[src/rtl/ram_arbiter.sv]
// ram_arbiter: shares one single-port RAM between the CPU core (port 0) and the
// host loader/debug port (port 1). Each transaction takes an ACCESS cycle, where
// the RAM is driven from registers and acts on the negedge, then an ACK cycle,
// where the read data is returned with a one-cycle ack pulse.
// Optional feature: define RAM_ARBITER_ROUND_ROBIN_EN for round-robin arbitration;
// otherwise port 0 has fixed priority.
module ram_arbiter #(
   parameter int unsigned addr_bits = 16,
   parameter int unsigned data_bits = 8
) (
   input  logic                 clock,
   input  logic                 reset,
   input  logic                 p0_req,
   input  logic                 p0_write,
   input  logic [addr_bits-1:0] p0_address,
   input  logic [data_bits-1:0] p0_data_in,
   output logic                 p0_ack,
   output logic [data_bits-1:0] p0_data_out,
   input  logic                 p1_req,
   input  logic                 p1_write,
   input  logic [addr_bits-1:0] p1_address,
   input  logic [data_bits-1:0] p1_data_in,
   output logic                 p1_ack,
   output logic [data_bits-1:0] p1_data_out,
   output logic                 ram_write_enable,
   output logic [addr_bits-1:0] ram_address,
   output logic [data_bits-1:0] ram_data_in,
   input  logic [data_bits-1:0] ram_data_out
);

   typedef enum logic [1:0] {StIdle, StAccess, StAck} state_t;

   state_t               r_state,     w_state_nxt;
   logic                 r_ram_we,    w_ram_we_nxt;
   logic [addr_bits-1:0] r_ram_addr,  w_ram_addr_nxt;
   logic [data_bits-1:0] r_ram_din,   w_ram_din_nxt;
   logic                 r_p0_ack,    w_p0_ack_nxt;
   logic                 r_p1_ack,    w_p1_ack_nxt;
   logic [data_bits-1:0] r_p0_dout,   w_p0_dout_nxt;
   logic [data_bits-1:0] r_p1_dout,   w_p1_dout_nxt;
   logic                 r_winner,    w_winner_nxt;
`ifdef RAM_ARBITER_ROUND_ROBIN_EN
   logic                 r_last_grant, w_last_grant_nxt;
`endif

   logic w_any_req;
   logic w_grant;   // index of the port served at this arbitration edge

   // Arbitration: choose which requesting port wins this edge
   always_comb begin
      w_any_req = p0_req | p1_req;
`ifdef RAM_ARBITER_ROUND_ROBIN_EN
      // On conflict the port not granted last wins; otherwise the lone requester
      if (p0_req && p1_req) begin
         w_grant = ~r_last_grant;
      end else begin
         w_grant = p1_req;
      end
`else
      // Port 1 is only served when port 0 is not requesting
      w_grant = ~p0_req;
`endif
   end

   // Next-state and registered-output logic for the IDLE/ACCESS/ACK sequence
   always_comb begin
      w_state_nxt    = r_state;
      w_ram_we_nxt   = r_ram_we;
      w_ram_addr_nxt = r_ram_addr;
      w_ram_din_nxt  = r_ram_din;
      w_p0_ack_nxt   = 1'b0;
      w_p1_ack_nxt   = 1'b0;
      w_p0_dout_nxt  = r_p0_dout;
      w_p1_dout_nxt  = r_p1_dout;
      w_winner_nxt   = r_winner;
`ifdef RAM_ARBITER_ROUND_ROBIN_EN
      w_last_grant_nxt = r_last_grant;
`endif
      unique case (r_state)
         StIdle, StAck: begin
            w_ram_we_nxt = 1'b0;
            if (w_any_req) begin
               w_state_nxt    = StAccess;
               w_winner_nxt   = w_grant;
               w_ram_addr_nxt = w_grant ? p1_address : p0_address;
               w_ram_din_nxt  = w_grant ? p1_data_in : p0_data_in;
               w_ram_we_nxt   = w_grant ? p1_write   : p0_write;
`ifdef RAM_ARBITER_ROUND_ROBIN_EN
               w_last_grant_nxt = w_grant;
`endif
            end else begin
               w_state_nxt = StIdle;
            end
         end
         StAccess: begin
            // RAM has acted on the negedge; its output (read data or echoed write
            // data) is returned to the winner only
            w_state_nxt  = StAck;
            w_ram_we_nxt = 1'b0;
            if (r_winner) begin
               w_p1_ack_nxt  = 1'b1;
               w_p1_dout_nxt = ram_data_out;
            end else begin
               w_p0_ack_nxt  = 1'b1;
               w_p0_dout_nxt = ram_data_out;
            end
         end
         default: begin
            w_state_nxt  = StIdle;
            w_ram_we_nxt = 1'b0;
         end
      endcase
   end

   // State and output registers; async reset also kills an in-flight RAM write
   always_ff @(posedge clock or posedge reset) begin
      if (reset) begin
         r_state    <= StIdle;
         r_ram_we   <= 1'b0;
         r_ram_addr <= '0;
         r_ram_din  <= '0;
         r_p0_ack   <= 1'b0;
         r_p1_ack   <= 1'b0;
         r_p0_dout  <= '0;
         r_p1_dout  <= '0;
         r_winner   <= 1'b0;
`ifdef RAM_ARBITER_ROUND_ROBIN_EN
         r_last_grant <= 1'b1;
`endif
      end else begin
         r_state    <= w_state_nxt;
         r_ram_we   <= w_ram_we_nxt;
         r_ram_addr <= w_ram_addr_nxt;
         r_ram_din  <= w_ram_din_nxt;
         r_p0_ack   <= w_p0_ack_nxt;
         r_p1_ack   <= w_p1_ack_nxt;
         r_p0_dout  <= w_p0_dout_nxt;
         r_p1_dout  <= w_p1_dout_nxt;
         r_winner   <= w_winner_nxt;
`ifdef RAM_ARBITER_ROUND_ROBIN_EN
         r_last_grant <= w_last_grant_nxt;
`endif
      end
   end

   assign ram_write_enable = r_ram_we;
   assign ram_address      = r_ram_addr;
   assign ram_data_in      = r_ram_din;
   assign p0_ack           = r_p0_ack;
   assign p1_ack           = r_p1_ack;
   assign p0_data_out      = r_p0_dout;
   assign p1_data_out      = r_p1_dout;

endmodule

[config.mk]
export PLATFORM = sky130hd
export DESIGN_NAME = ram_arbiter
export DESIGN_NICKNAME = d
export VERILOG_FILES = /design/src/rtl/ram_arbiter.sv
export SDC_FILE = /design/constraint.sdc
export NUM_CORES = 1
export LEC_CHECK = 0
export CAP_MARGIN = 20
export CORE_ASPECT_RATIO = 1.5
export CORE_MARGIN = 5
export CORE_UTILIZATION = 41
export CTS_BUF_LIST = sky130_fd_sc_hd__clkbuf_2 sky130_fd_sc_hd__clkbuf_4 sky130_fd_sc_hd__clkbuf_8
export DETAILED_ROUTE_END_ITERATION = 8
export PLACE_DENSITY = 0.82
export SYNTH_ARGS = -nofsm -noshare
export SYNTH_HDL_FRONTEND = slang
export SYNTH_SLANG_ARGS = --single-unit
[constraint.sdc]
create_clock -name clock -period 1.7 [get_ports clock]
set_clock_uncertainty 0.2 [all_clocks]
set_input_delay 0.255 -clock clock [delete_from_list [all_inputs] [get_ports clock]]
set_output_delay 0.255 -clock clock [all_outputs]
set_load 0.1 [all_outputs]
==> summary.md, run 1 <==
| Metric | Value |
|---|---|
| CTS tree | yes |
| CTS max path bufs | 2 |
| Post-cts resize count | 1 |
| Worst reg2reg startpoint | r_state[0]$_DFF_PP0_ |
| FFs w/ async S/R, synth | 100% |
| Via-per-instance ratio | a little over 5 |
| Nets | ~360 |
| Final setup viols | 0 |
| Initial DRC count | just over 200 |
| Most frequent cell after synthesis | inv_1 |
| CP arrival | 1.55 ns |
| Layout cells sized above 1 | a little under a quarter |
| Commonest cells post-synth | 52 x inv_1, 46 x dfrtp_1, 24 x a222oi_1, 24 x nor2_1, 12 x mux2_1 |
| Slew headroom | 61.2% |
| Synth Area per Inst | about 11 µm² |
| Adder-cell share of the synthesized area | 0% |
| DP HPWL | about 5 mm |
| Kind of critical path | flip-flop to flip-flop |
| Max Cap Viol | 0 |
| Register area share after synthesis | ~56% |
| Max FO, Critical Path | 19 |
| Starting Density | 42.2% |
| M1 WL | 2.08 mm |
| Clk Latency, worst-skew pair | 0.29 ns |
| Row Count | 31 |
| Switching share of total power | between 40% and 50% |
| Clock network power share | between 10% and 20% |
| PortBufs | roughly 100 |
| Placed inst area | between 0.003 and 0.004 mm² |
| VDD IR max | 1220 µV |
| Multiplexer share of the synthesized area | between 8 and 9% |
| Setup Buffers After CTS | 0 |
| WL met3 | around 450 µm |
| Largest net degree at the start of global routing | 25 |
| Yosys top cell area share | a little under three fifths |
| P_sw | around 3.2 mW |
| Largest family of logic cells by synthesized area | buffers and inverters |
| Routed wl met2 | 3.54 mm |
| Final GP Congestion | 0.770 |
| Synth Area in Simple Gates | under 10% |
| Most used flip-flop cell after synthesis | dfrtp_1 |
| First-pass GRT wire length | approximately 9.7 mm |
| Area delta synth->final | 83.0% |
| Post-synth EDFFs | 0 |
| Final Cycle Share | between 90% and 100% |
| Core ar. | roughly 0.0048 mm² |
| Combinational power share | about three fifths |
| P per Cell Area | between 1500 and 2000 mW/mm² |
| I/O pin cnt | roughly 110 |
| Synth Net Count | approximately 250 |
| Crit end category | flip-flop |
| Synth area leader | dfrtp_1 |
| Highest metal used | met4 |
| R2R Setup Slk | 0.12 ns |
| Synth Cell Area | 0.00205 mm² |
| Status | finished, final reports clean |
| Hold buffer count at CTS | 0 |
| Clock transition at path regs | roughly 0.08 ns |
| DRT Pass-1 Iters | 6 |
| Routed WL | between 6 and 7 mm |
| Worst Reg2Reg Path Length in Cells | 4 |
| Syn Inst Count | approximately 190 |
| DRC viols | 0 |
| Final Critical Period | ~1.6 ns |
| H-tree Lvls | 2 |
| Flop pwr share | 25.7% |
| Final Slew Violations | 0 |
| Vias in the first global route | about 2000 |
| Horiz. Die Dim | a little under 70 µm |
| Cts bufs inserted | 5 |
| CP Launch Type | flip-flop |
| Reg2reg end | ram_address[7]$_DFFE_PP0P_ |
| CTS sink count | 46 |
| Worst hold path type | primary input to asynchronous set/reset pin |
| FMAX | around 0.63 GHz |
| Synth top area cells | dfrtp_1 56%, a222oi_1 12%, inv_1 9.5% |
| Final Instance Area | between 0.003 and 0.004 mm² |
| Die ar. | around 0.0065 mm² |
| Worst-Margin Slew | 0.581 ns |
| Clk root buf | clkbuf_8 |
| Final hold vios | 0 |
| Fin util | around 77% |
| Die height | between 90 and 100 µm |
| RSZ-0062 raised after global routing | false |
| Crit path required time | about 1.7 ns |
| ANT nets after route | 0 |
| Crit. Startpoint | r_state[0]$_DFF_PP0_ |
| Compound-cell area share of the yosys netlist | 12.8% |
| Leakage power | roughly 1.8 nW |
| GRT Overall Usage | 20.2% |
| Initial antenna violation count | 0 |
| Post-Synth XOR/XNOR Area | 0% |
| ANT cells | 0 |
| Total grt overflow | 0 |
| Yosys warnings | 0 |
| Wire length per cell | 17.4 µm |
| Synth unique cells | 18 |
| DR vias | ~1800 |
| P_int | ~3.5 mW |
| Post-synthesis register bit count | 46 |
-- placed cells by master (no fill, tap or decap) --
cell type and instances:
nand3b_1 1, nor3b_1 1, nand2b_1 1, clkbuf_8 6
inv_2 1, dfrtp_1 46, a21oi_1 2, nor2b_1 1
buf_12 44, bufinv_16 2, nor2b_4 1, a222oi_1 24
nor2b_2 1, nand3b_4 1, inv_1 51, mux2_1 12
nor2_1 24, buf_4 10, mux2_2 4, o21bai_2 1
clkdlybuf4s50_1 61, nand2_1 1
-- registers in the layout, summed over array words and instances, names as in the netlist --
signal / count
p0_ack: 1
p0_data_out: 8
p1_ack: 1
p1_data_out: 8
r_state: 2
r_winner: 1
ram_address: 16
ram_data_in: 8
ram_write_enable: 1
-- worst max-delay path by stage --
stage / to / slack, ns / depth (start not counted)
global route: ram_address[6]$_DFFE_PP0P_ / 0.09 / 4
detailed placement: ram_address[6]$_DFFE_PP0P_ / -0.48 / 3
finish: ram_address[7]$_DFFE_PP0P_ / 0.12 / 4
CTS: ram_address[6]$_DFFE_PP0P_ / 0.12 / 4
floorplan: p0_ack$_DFF_PP0_ / 0.16 / 1
global placement: ram_data_in[3]$_DFFE_PP0P_ / -0.36 / 3
-- per-stage QoR --
stage	total power [mW]	hold slack [ns]	std cells	worst slack, ns	TNS [ns]
after floorplan	4.03	0.186	185	0.157	0
after global placement	5.66	0.242	354	-0.358	-8.53
after detailed placement	5.73	0.250	354	-0.479	-10.70
after CTS	6.72	0.127	362	0.117	0
after global routing	6.88	0.150	362	0.0882	0
final	6.67	0.125	362	0.123	0
-- power by group through the flow --
stage | registers (mW) | logic [mW] | clock network [mW]
6_report | 1.71 | 3.98 | 0.977
5_1_grt | 1.75 | 4.08 | 1.05
3_3_place_gp | 1.71 | 3.95 | 0
3_5_place_dp | 1.73 | 4.00 | 0
4_1_cts | 1.71 | 4.00 | 1.00
2_1_floorplan | 3.62 | 0.415 | 0
-- logic make-up after synthesis --
logic type	Yosys count
DFF	46
muxes	16
buffers and inverters	64
AOI/OAI and AO/OA	27
and+or+nand+nor	32
-- worst max-delay path: stages (launching register included) --
cell	delay, ns
dfrtp_1	0.43
buf_12	0.17
o21bai_2	0.19
buf_4	0.19
a222oi_1	0.27
-- cell type report --
cell class                      instances  area [µm²]
Clock inverter                          2        60.1
Fill cell                             290        1100
Tap cell                               66        82.6
Inverter                               52         195
Multi-Input combinational cell         75         606
Timing Repair Buffer                  115        1570
Sequential cell                        46        1150
Clock buffer                            6        82.6
-- metal layers --
layer,global-route usage (%),vias to the layer above
met1,20.7,885
met2,37.6,101
met5,0,-
met3,3.94,14
met4,10.2,0
li1,-,830
No activity file was read; power rests on OpenSTA's default activity.
==> run 2, diff against run 1 <==
- clock period: 1.7 -> 1.5 ns (I/O delays scaled with it)
==> run 2 against run 1 <==
Sequential power is 13% higher; highest routed layer unchanged; worst hold slack gained 0.014 ns; count of clock-buffer cells in the layout is the same; largest power group unchanged; critical path type unchanged.
==> summary.md, run 2 (synthesis results as in run 1) <==
| Metric | Value |
|---|---|
| Most frequent cells in the layout | 59 x clkdlybuf4s50_1, 51 x inv_1, 45 x dfrtp_1 (was 61 x clkdlybuf4s50_1, 51 x inv_1, 46 x dfrtp_1) |
| Final Cycle Share | 98.6% (was 92.7%) |
| Die height | 96.5 µm (unchanged) |
| Max reg flops | 16 (unchanged) |
| Hold buffer count at CTS | 0 (unchanged) |
| Setup WS pre-CTS | -0.629 ns (was -0.479 ns) |
| RSZ-0062 raised after global routing | true (was false) |
| Final Slew Violations | 0 (unchanged) |
| Power, Total | 7.31 mW (was 6.67 mW) |
| Reg2reg end | p0_data_out[2]$_DFFE_PP0P_ (was ram_address[7]$_DFFE_PP0P_) |
| Met3 global-route usage | 4.17% (was 3.94%) |
| Final hold vios | 0 (unchanged) |
| Total grt overflow | 0 (unchanged) |
| Worst Reg2Reg Path Length in Cells | 3 (was 4) |
| Kind of critical path | flip-flop to flip-flop (unchanged) |
| I/O pin cnt | 105 (unchanged) |
| Largest net degree at the start of global routing | 29 (was 25) |
| Setup TNS Final | 0 ns (unchanged) |
| Die ar. | 0.00653 mm² (unchanged) |
| Wire length per cell | 17.8 µm (was 17.4 µm) |
| P per Cell Area | 1910 mW/mm² (was 1780 mW/mm²) |
| VDD IR max | 1940 µV (was 1220 µV) |
| ANT cells | 0 (unchanged) |
| Routed WL | 6.61 mm (was 6.29 mm) |
| Crit path required time | 1.48 ns (was 1.67 ns) |
| Row Count | 31 (unchanged) |
| GRT busiest layer | met2 (unchanged) |
| Leakage power | 1.88 nW (was 1.83 nW) |
| Dpl cells | 358 (was 354) |
| Vias in the first global route | 1882 (was 1998) |
| Fin cells | 371 (was 362) |
| CTS sink count | 46 (unchanged) |
| Via-per-instance ratio | 5.16 (was 5.06) |
| H-tree Lvls | 2 (unchanged) |
| Final GP Congestion | 0.747 (was 0.770) |
| Clk root buf | clkbuf_8 (unchanged) |
| First-pass GRT wire length | 9.63 mm (was 9.72 mm) |
| Final setup viols | 0 (unchanged) |
| DRT Pass-1 Iters | 7 (was 6) |
| Slew headroom | 60.3% (was 61.2%) |
| Most common cell after layout, fill and taps aside | clkdlybuf4s50_1 (unchanged) |
| Layout cells sized above 1 | 27.2% (was 24.0%) |
| Worst-Margin Slew | 0.592 ns (was 0.581 ns) |
| Horiz. Die Dim | 67.7 µm (unchanged) |
| R2R Setup Slk | 0.02 ns (was 0.12 ns) |
| CTS tree | yes (unchanged) |
| Met2 GRT Util | 34.2% (was 37.6%) |
| Nets | 366 (was 357) |
| Final Critical Period | 1.48 ns (was 1.58 ns) |
| WHS | 0.139 ns (was 0.125 ns) |
| Placed inst area | 0.00363 mm² (was 0.00360 mm²) |
| Final Instance Area | 0.00382 mm² (was 0.00374 mm²) |
| Initial DRC count | 233 (was 204) |
| Clk Latency, worst-skew pair | 0.30 ns (was 0.29 ns) |
| CP arrival | 1.46 ns (was 1.55 ns) |
| Max Cap Viol | 0 (unchanged) |
| Status | finished, final reports clean (unchanged) |
| Max FO, Critical Path | 4 (was 19) |
| Starting Density | 42.2% (unchanged) |
| ANT nets after route | 0 (unchanged) |
| DP HPWL | 4.68 mm (was 4.92 mm) |
| Clock transition at path regs | 0.09 ns (was 0.08 ns) |
| Cts bufs inserted | 5 (unchanged) |
| Area delta synth->final | 86.9% (was 83.0%) |
| FMAX | 0.676 GHz (was 0.634 GHz) |
| PortBufs | 104 (unchanged) |
| Worst hold path type | primary input to asynchronous set/reset pin (unchanged) |
| CTS max path bufs | 2 (unchanged) |
| Initial antenna violation count | 0 (unchanged) |
| DR vias | 1916 (was 1830) |
| Worst reg2reg startpoint | r_winner$_DFFE_PP0P_ (was r_state[0]$_DFF_PP0_) |
| Fin util | 78.8% (was 77.2%) |
| Crit end category | flip-flop (unchanged) |
| DRC viols | 0 (unchanged) |
| Core ar. | 0.00485 mm² (unchanged) |
| CP Launch Type | flip-flop (unchanged) |
| GRT met1 Usage | 24.0% (was 20.7%) |
| GRT Overall Usage | 19.8% (was 20.2%) |
| Final setup margin | 0.0204 ns (was 0.123 ns) |
[run 2: changes by cell type in the layout (fill, tap and decap cells not counted), moves of 2 or more]
cell | previous run | this run
clkinvlp_4 | 0 | 2
bufinv_16 | 2 | 0
dlymetal6s2s_1 | 0 | 2
buf_6 | 0 | 6
clkdlybuf4s50_1 | 61 | 59
[run 2: worst max-delay path, stage by stage (launching register included)]
cell and delay (ns):
dfrtp_1 0.42, nor3b_4 0.25, buf_4 0.18, mux2_1 0.31
[run 2: metal layers]
layer	vias to the layer above	share of wire, %
met5	-	0
met4	0	2.3
met3	13	7.7
met2	99	54
met1	949	36
li1	855	-
[run 2: how the worst max path moves through the flow]
| stage | depth (start not counted) | startpoint | endpoint | slack (ns) |
|---|---|---|---|---|
| after floorplan | 2 | ram_address[10]$_DFFE_PP0P_ | ram_address[10]$_DFFE_PP0P_ | -0.03 |
| after global placement | 3 | p1_req | ram_data_in[3]$_DFFE_PP0P_ | -0.53 |
| after detailed placement | 3 | p1_req | ram_address[14]$_DFFE_PP0P_ | -0.63 |
| after CTS | 4 | r_state[0]$_DFF_PP0_ | ram_address[15]$_DFFE_PP0P_ | 0.0007 |
| after global routing | 4 | r_state[0]$_DFF_PP0_ | ram_data_in[6]$_DFFE_PP0P_ | -0.05 |
| final | 3 | r_winner$_DFFE_PP0P_ | p0_data_out[2]$_DFFE_PP0P_ | 0.02 |
[run 2: area by class of cell]
type | count | area (µm²)
Inverter | 52 | 199
Timing Repair Buffer | 123 | 1650
Clock buffer | 6 | 82.6
Clock inverter | 2 | 12.5
Fill cell | 284 | 1030
Tap cell | 66 | 82.6
Multi-Input combinational cell | 76 | 642
Sequential cell | 46 | 1150
[run 2: report_power, final]
group | internal, mW | total, mW | switching [mW]
Combinational | 1.69 | 4.59 | 2.90
Clock | 0.370 | 0.776 | 0.405
Sequential | 1.57 | 1.94 | 0.373
Total | 3.63 | 7.31 | 3.68
[run 2: repair_timing]
action,4_1_cts,5_1_grt
endpoints found under the setup margin,24,38
gates cloned,1,2
resized for setup,6,11
pin swaps,1,3
setup buffers,1,1
==> patch 1: new RTL, settings of run 2 <==
Add a define of `RAM_ARBITER_ROUND_ROBIN_EN`.
--- a/src/rtl/ram_arbiter.sv
+++ b/src/rtl/ram_arbiter.sv
@@ -4,6 +4,8 @@
 // where the read data is returned with a one-cycle ack pulse.
 // Optional feature: define RAM_ARBITER_ROUND_ROBIN_EN for round-robin arbitration;
 // otherwise port 0 has fixed priority.
+`define RAM_ARBITER_ROUND_ROBIN_EN
+
 module ram_arbiter #(
    parameter int unsigned addr_bits = 16,
    parameter int unsigned data_bits = 8
Behaviour: not the same (a bounded check fails within 4 cycles, from zero or initial values and one cycle with reset high).
==> patch 1 against run 2 <==
- clock power about the same
- hold slack worse by 0.14 ns
- final area down 0.49%
- largest power group unchanged
- routed wire length up 8.8%
- setup slack worse by 0.037 ns
- via count down 2.1%
- area after synthesis down 5.1%
- power up 12%
- count of clock-buffer cells in the layout unchanged
- the run now ends with setup timing left
- critical endpoint is now p1_data_out[4]
- sequential cell count up 1
==> patch 1: results (changes against run 2) <==
| Metric | Value |
|---|---|
| Register area share after synthesis | `0.606 (+0.0436)` |
| Headroom to the max-slew limit | `0.826 (+0.222)` |
| Dominant cells by area after synthesis | `dfrtp_1 59%, nand2_1 9.7%, mux2_2 9.3%` |
| FF-to-FF End | `p1_data_out[4]` |
| Tot GR Track Use | `0.205 (+0.00703)` |
| Vias in the first global route | `1845 (-2.0%)` |
| Worst Slack Setup Final | `-0.0171 ns (-0.0375 ns)` |
| Routed vias/inst | `5.15 (-0.26%)` |
| Syn_nets | `248 (+0.40%)` |
| Final setup viols | `7 (+7)` |
| Placed instance area | `3580 um^2 (-1.3%)` |
| Status | `finished with violations` |
| Fillers | `230 (-19%)` |
| Reg2Reg Launch Point | `r_state[1]` |
| Routed wire length | `7190 um (+8.8%)` |
| Drt first pass iters | `4 (-3)` |
| Wire length of the first global-routing pass | `9540 um (-0.93%)` |
| Failing checks | `setup timing` |
| Setup Total Neg Slack | `-0.0652 ns (-0.0652 ns)` |
| Arrival @ worst endpoint | `1.51 ns (+0.05 ns)` |
| Leak | `1.69 nW (-10%)` |
| NumNets Final | `362 (-1.1%)` |
| Top cells by instance count after synthesis | `50 x nand2_1, 46 x dfrtp_1, 25 x a31oi_1, 24 x nor2_1, 16 x mux2_2` |
| Ratio of cells with drive above 1 in the final layout | `0.317 (+0.0445)` |
| Worst ir drop on vdd | `1.03 mV (-47%)` |
[patch 1: cell types whose count changed after synthesis, moves of 5 or more]
| cell | delta |
|---|---|
| nand2_1 | +49 |
| mux2_1 | -12 |
| inv_1 | -49 |
| a31oi_1 | +25 |
| a222oi_1 | -24 |
| mux2_2 | +12 |
| buf_2 | +5 |
[patch 1: worst max-delay path, delay by kind of cell (launching register included)]
family	cells	cell delay, ns
DFF	1	0.42
muxes	1	0.36
and+or+nand+nor	2	0.42
[patch 1: how the worst min path moves through the flow]
stage / start / endpoint / slack (ns) / cells past startpoint
finish: reset / p1_data_out[4] / 0.002 / 2
global route: reset / p1_data_out[4] / 0.02 / 2
CTS: reset / p1_data_out[4] / 0.01 / 2
detailed placement: r_state[0] / r_winner / 0.32 / 1
global placement: reset / p0_data_out[4] / 0.32 / 2
floorplan: reset / p0_ack / 0.05 / 1
[patch 1: final cells by class]
cell class                      count  share of cell area
Clock inverter                      1             0.00132
Inverter                            4             0.00493
Sequential cell                    47               0.310
Tap cell                           64              0.0211
Clock buffer                        6              0.0217
Timing Repair Buffer              117               0.433
Multi-Input combinational cell    125               0.208
[patch 1: cells by family after synthesis]
group,share of synthesized area
AND/OR/NAND/NOR,0.159
AO/OA/AOI/OAI,0.106
multiplexers,0.0928
flip-flops,0.606
buffers and inverters,0.0354
[patch 1: where the power goes]
part / switching, W / total, W / internal [W] / leakage, nW
sequential: 0.000454 / 0.00211 / 0.00166 / 0.543
combinational: 0.00333 / 0.00531 / 0.00198 / 1.10
clock: 0.000414 / 0.000777 / 0.000362 / 0.0470
[patch 1: per-layer routing]
metal	vias to the layer above	share of wire	GRT usage
li1	851	-	-
met1	912	0.36	0.229
met2	95	0.54	0.356
met3	17	0.062	0.0551
met4	0	0.032	0.0898
met5	-	0	0
[patch 1: per-stage QoR]
| stage | util | total power, W | setup slack (ns) | hold slack [ns] | cells |
|---|---|---|---|---|---|
| finish | 0.831 | 0.00820 | -0.0171 | 0.00217 | 364 |
| global route | 0.831 | 0.00842 | -0.0540 | 0.0181 | 364 |
| CTS | 0.805 | 0.00804 | -0.00432 | 0.0121 | 360 |
| detailed placement | 0.782 | 0.00728 | -0.418 | 0.322 | 353 |
| global placement | 0.782 | 0.00717 | -0.284 | 0.317 | 353 |
| floorplan | - | 0.00507 | 0.0405 | 0.0479 | 186 |
[patch 1: what timing repair did]
action                                  CTS  global route
buffers inserted                          0             1
resized for setup                         4            23
pin swaps                                 1             6
gates cloned                              0             3
endpoints found under the setup margin   33            29
==> patch 2: new RTL, settings of run 2 <==
Made on the original files. The 3 states of `state_t` get a one-hot encoding in 3 bits.
--- a/src/rtl/ram_arbiter.sv
+++ b/src/rtl/ram_arbiter.sv
@@ -28,7 +28,7 @@
    input  logic [data_bits-1:0] ram_data_out
 );
 
-   typedef enum logic [1:0] {StIdle, StAccess, StAck} state_t;
+   typedef enum logic [2:0] {StIdle = 3'b001, StAccess = 3'b010, StAck = 3'b100} state_t;
 
    state_t               r_state,     w_state_nxt;
    logic                 r_ram_we,    w_ram_we_nxt;
Behaviour: same outputs for any inputs over 10 cycles, from zero or initial values and one cycle with reset high; not proved beyond that.
==> patch 2 against run 2 <==
- the run now ends with setup timing left
- area after synthesis shrank 0.37%
- global-route usage shrank 2.5 points
- fmax shrank 13%
- synthesized cell count shrank 30%
- hold slack lost 0.11 ns
- final area grew 0.69%
- critical path depth grew 1
- setup slack lost 0.22 ns
- sequential cell count grew 1
- cell count shrank 15%
- routed wire length shrank 18%
- largest cell class unchanged
- highest routed layer unchanged
Power is not shown: default switching activity piles up to over one toggle a cycle in this logic, so the estimate is an artifact.
==> patch 2: results (changes against run 2) <==
| Metric | Value |
|---|---|
| Worst Slack Setup Final | `-0.202 ns (-0.222 ns)` |
| Place WS | `-0.466 ns (+0.163 ns)` |
| HPWL Detailed | `4190 um (-11%)` |
| Fillers | `286 (+0.70%)` |
| Failing checks | `setup timing` |
| FF-to-FF End | `ram_address[5]` |
| Max incr delay on CP | `0.57 ns (+0.15 ns)` |
| Status | `finished with violations` |
| Placed Cells | `305 (-15%)` |
| Clock Latency Late Sink | `0.30 ns (about the same)` |
| Routed vias/inst | `4.82 (-6.6%)` |
| PortBufs | `104 (unchanged)` |
| R2R setup slack | `-0.20 ns (-0.22 ns)` |
| Mean Syn Cell Area | `15.7 um^2 (+42%)` |
| Top cells by instance count after synthesis | `64 x mux2_2, 46 x dfrtp_1, 3 x buf_4` |
| First-iteration detailed-routing DRC count | `48 (-79%)` |
| Post_cts resized | `16 (+10)` |
| Reg2Reg Depth | `4 (+1)` |
| Largest fanout on the critical path | `17 (+13)` |
| Drt first pass iters | `4 (-3)` |
| Vias in the first global route | `1679 (-11%)` |
| Placed instance area | `3700 um^2 (+2.0%)` |
| Dominant cells by area after synthesis | `dfrtp_1 56%, mux2_2 35%, dfstp_2 1.3%` |
| Setup Total Neg Slack | `-6.64 ns (-6.64 ns)` |
| Arrival @ worst endpoint | `1.69 ns (+0.23 ns)` |
| Reg2Reg Launch Point | `r_state[0]` |
| Headroom to the max-slew limit | `0.810 (+0.207)` |
| Tot GR Track Use | `0.173 (-0.0248)` |
| CP max-delay cell | `dfstp_2` |
| Wire length of the first global-routing pass | `8360 um (-13%)` |
| Vias | `1514 (-21%)` |
| Ratio of cells with drive above 1 in the final layout | `0.548 (+0.276)` |
| GPL Wtd Cong | `0.690 (-7.6%)` |
| Number of setup buffers added after CTS | `2 (+1)` |
| Routed wire length | `5390 um (-18%)` |
| Unique cell type count in the Yosys netlist | `15 (-3)` |
| Final setup viols | `43 (+43)` |
| Largest net degree at the start of global routing | `27 (-6.9%)` |
| Register area share after synthesis | `0.578 (+0.0150)` |
| Syn_nets | `192 (-22%)` |
## patch 2: routing by layer
metal	wire, um	vias up	GRT usage
met5	0	-	0
met4	44	0	0.0406
met3	539	6	0.0537
met2	2930	79	0.322
met1	1880	739	0.185
li1	-	690	-
## patch 2: layout make-up
class,instances,area (um^2),share of cell area
clock buffers,7,90.1,0.0234
well taps,66,82.6,0.0215
multi-input cells,75,872,0.227
inverters,2,11.3,0.00293
repair buffers,116,1610,0.418
flip-flops and latches,47,1180,0.306
clock inverters,1,5.00,0.00130
## patch 2: logic make-up (layout without fill, tap and decap cells)
family        after synthesis  count (layout)  share of synthesized area
mux                        66              66                      0.363
flops                      47              47                      0.578
buf+inv                     9             126                     0.0301
simple gates                7               8                     0.0246
xor+xnor                    1               1                    0.00430
## patch 2: worst register-to-register path, delay by kind of cell (launching register included)
family	cells	cell delay (ns)
flip-flops	1	0.57
multiplexers	1	0.35
AND/OR/NAND/NOR	1	0.19
XOR/XNOR	1	0.09
buffers and inverters	1	0.20
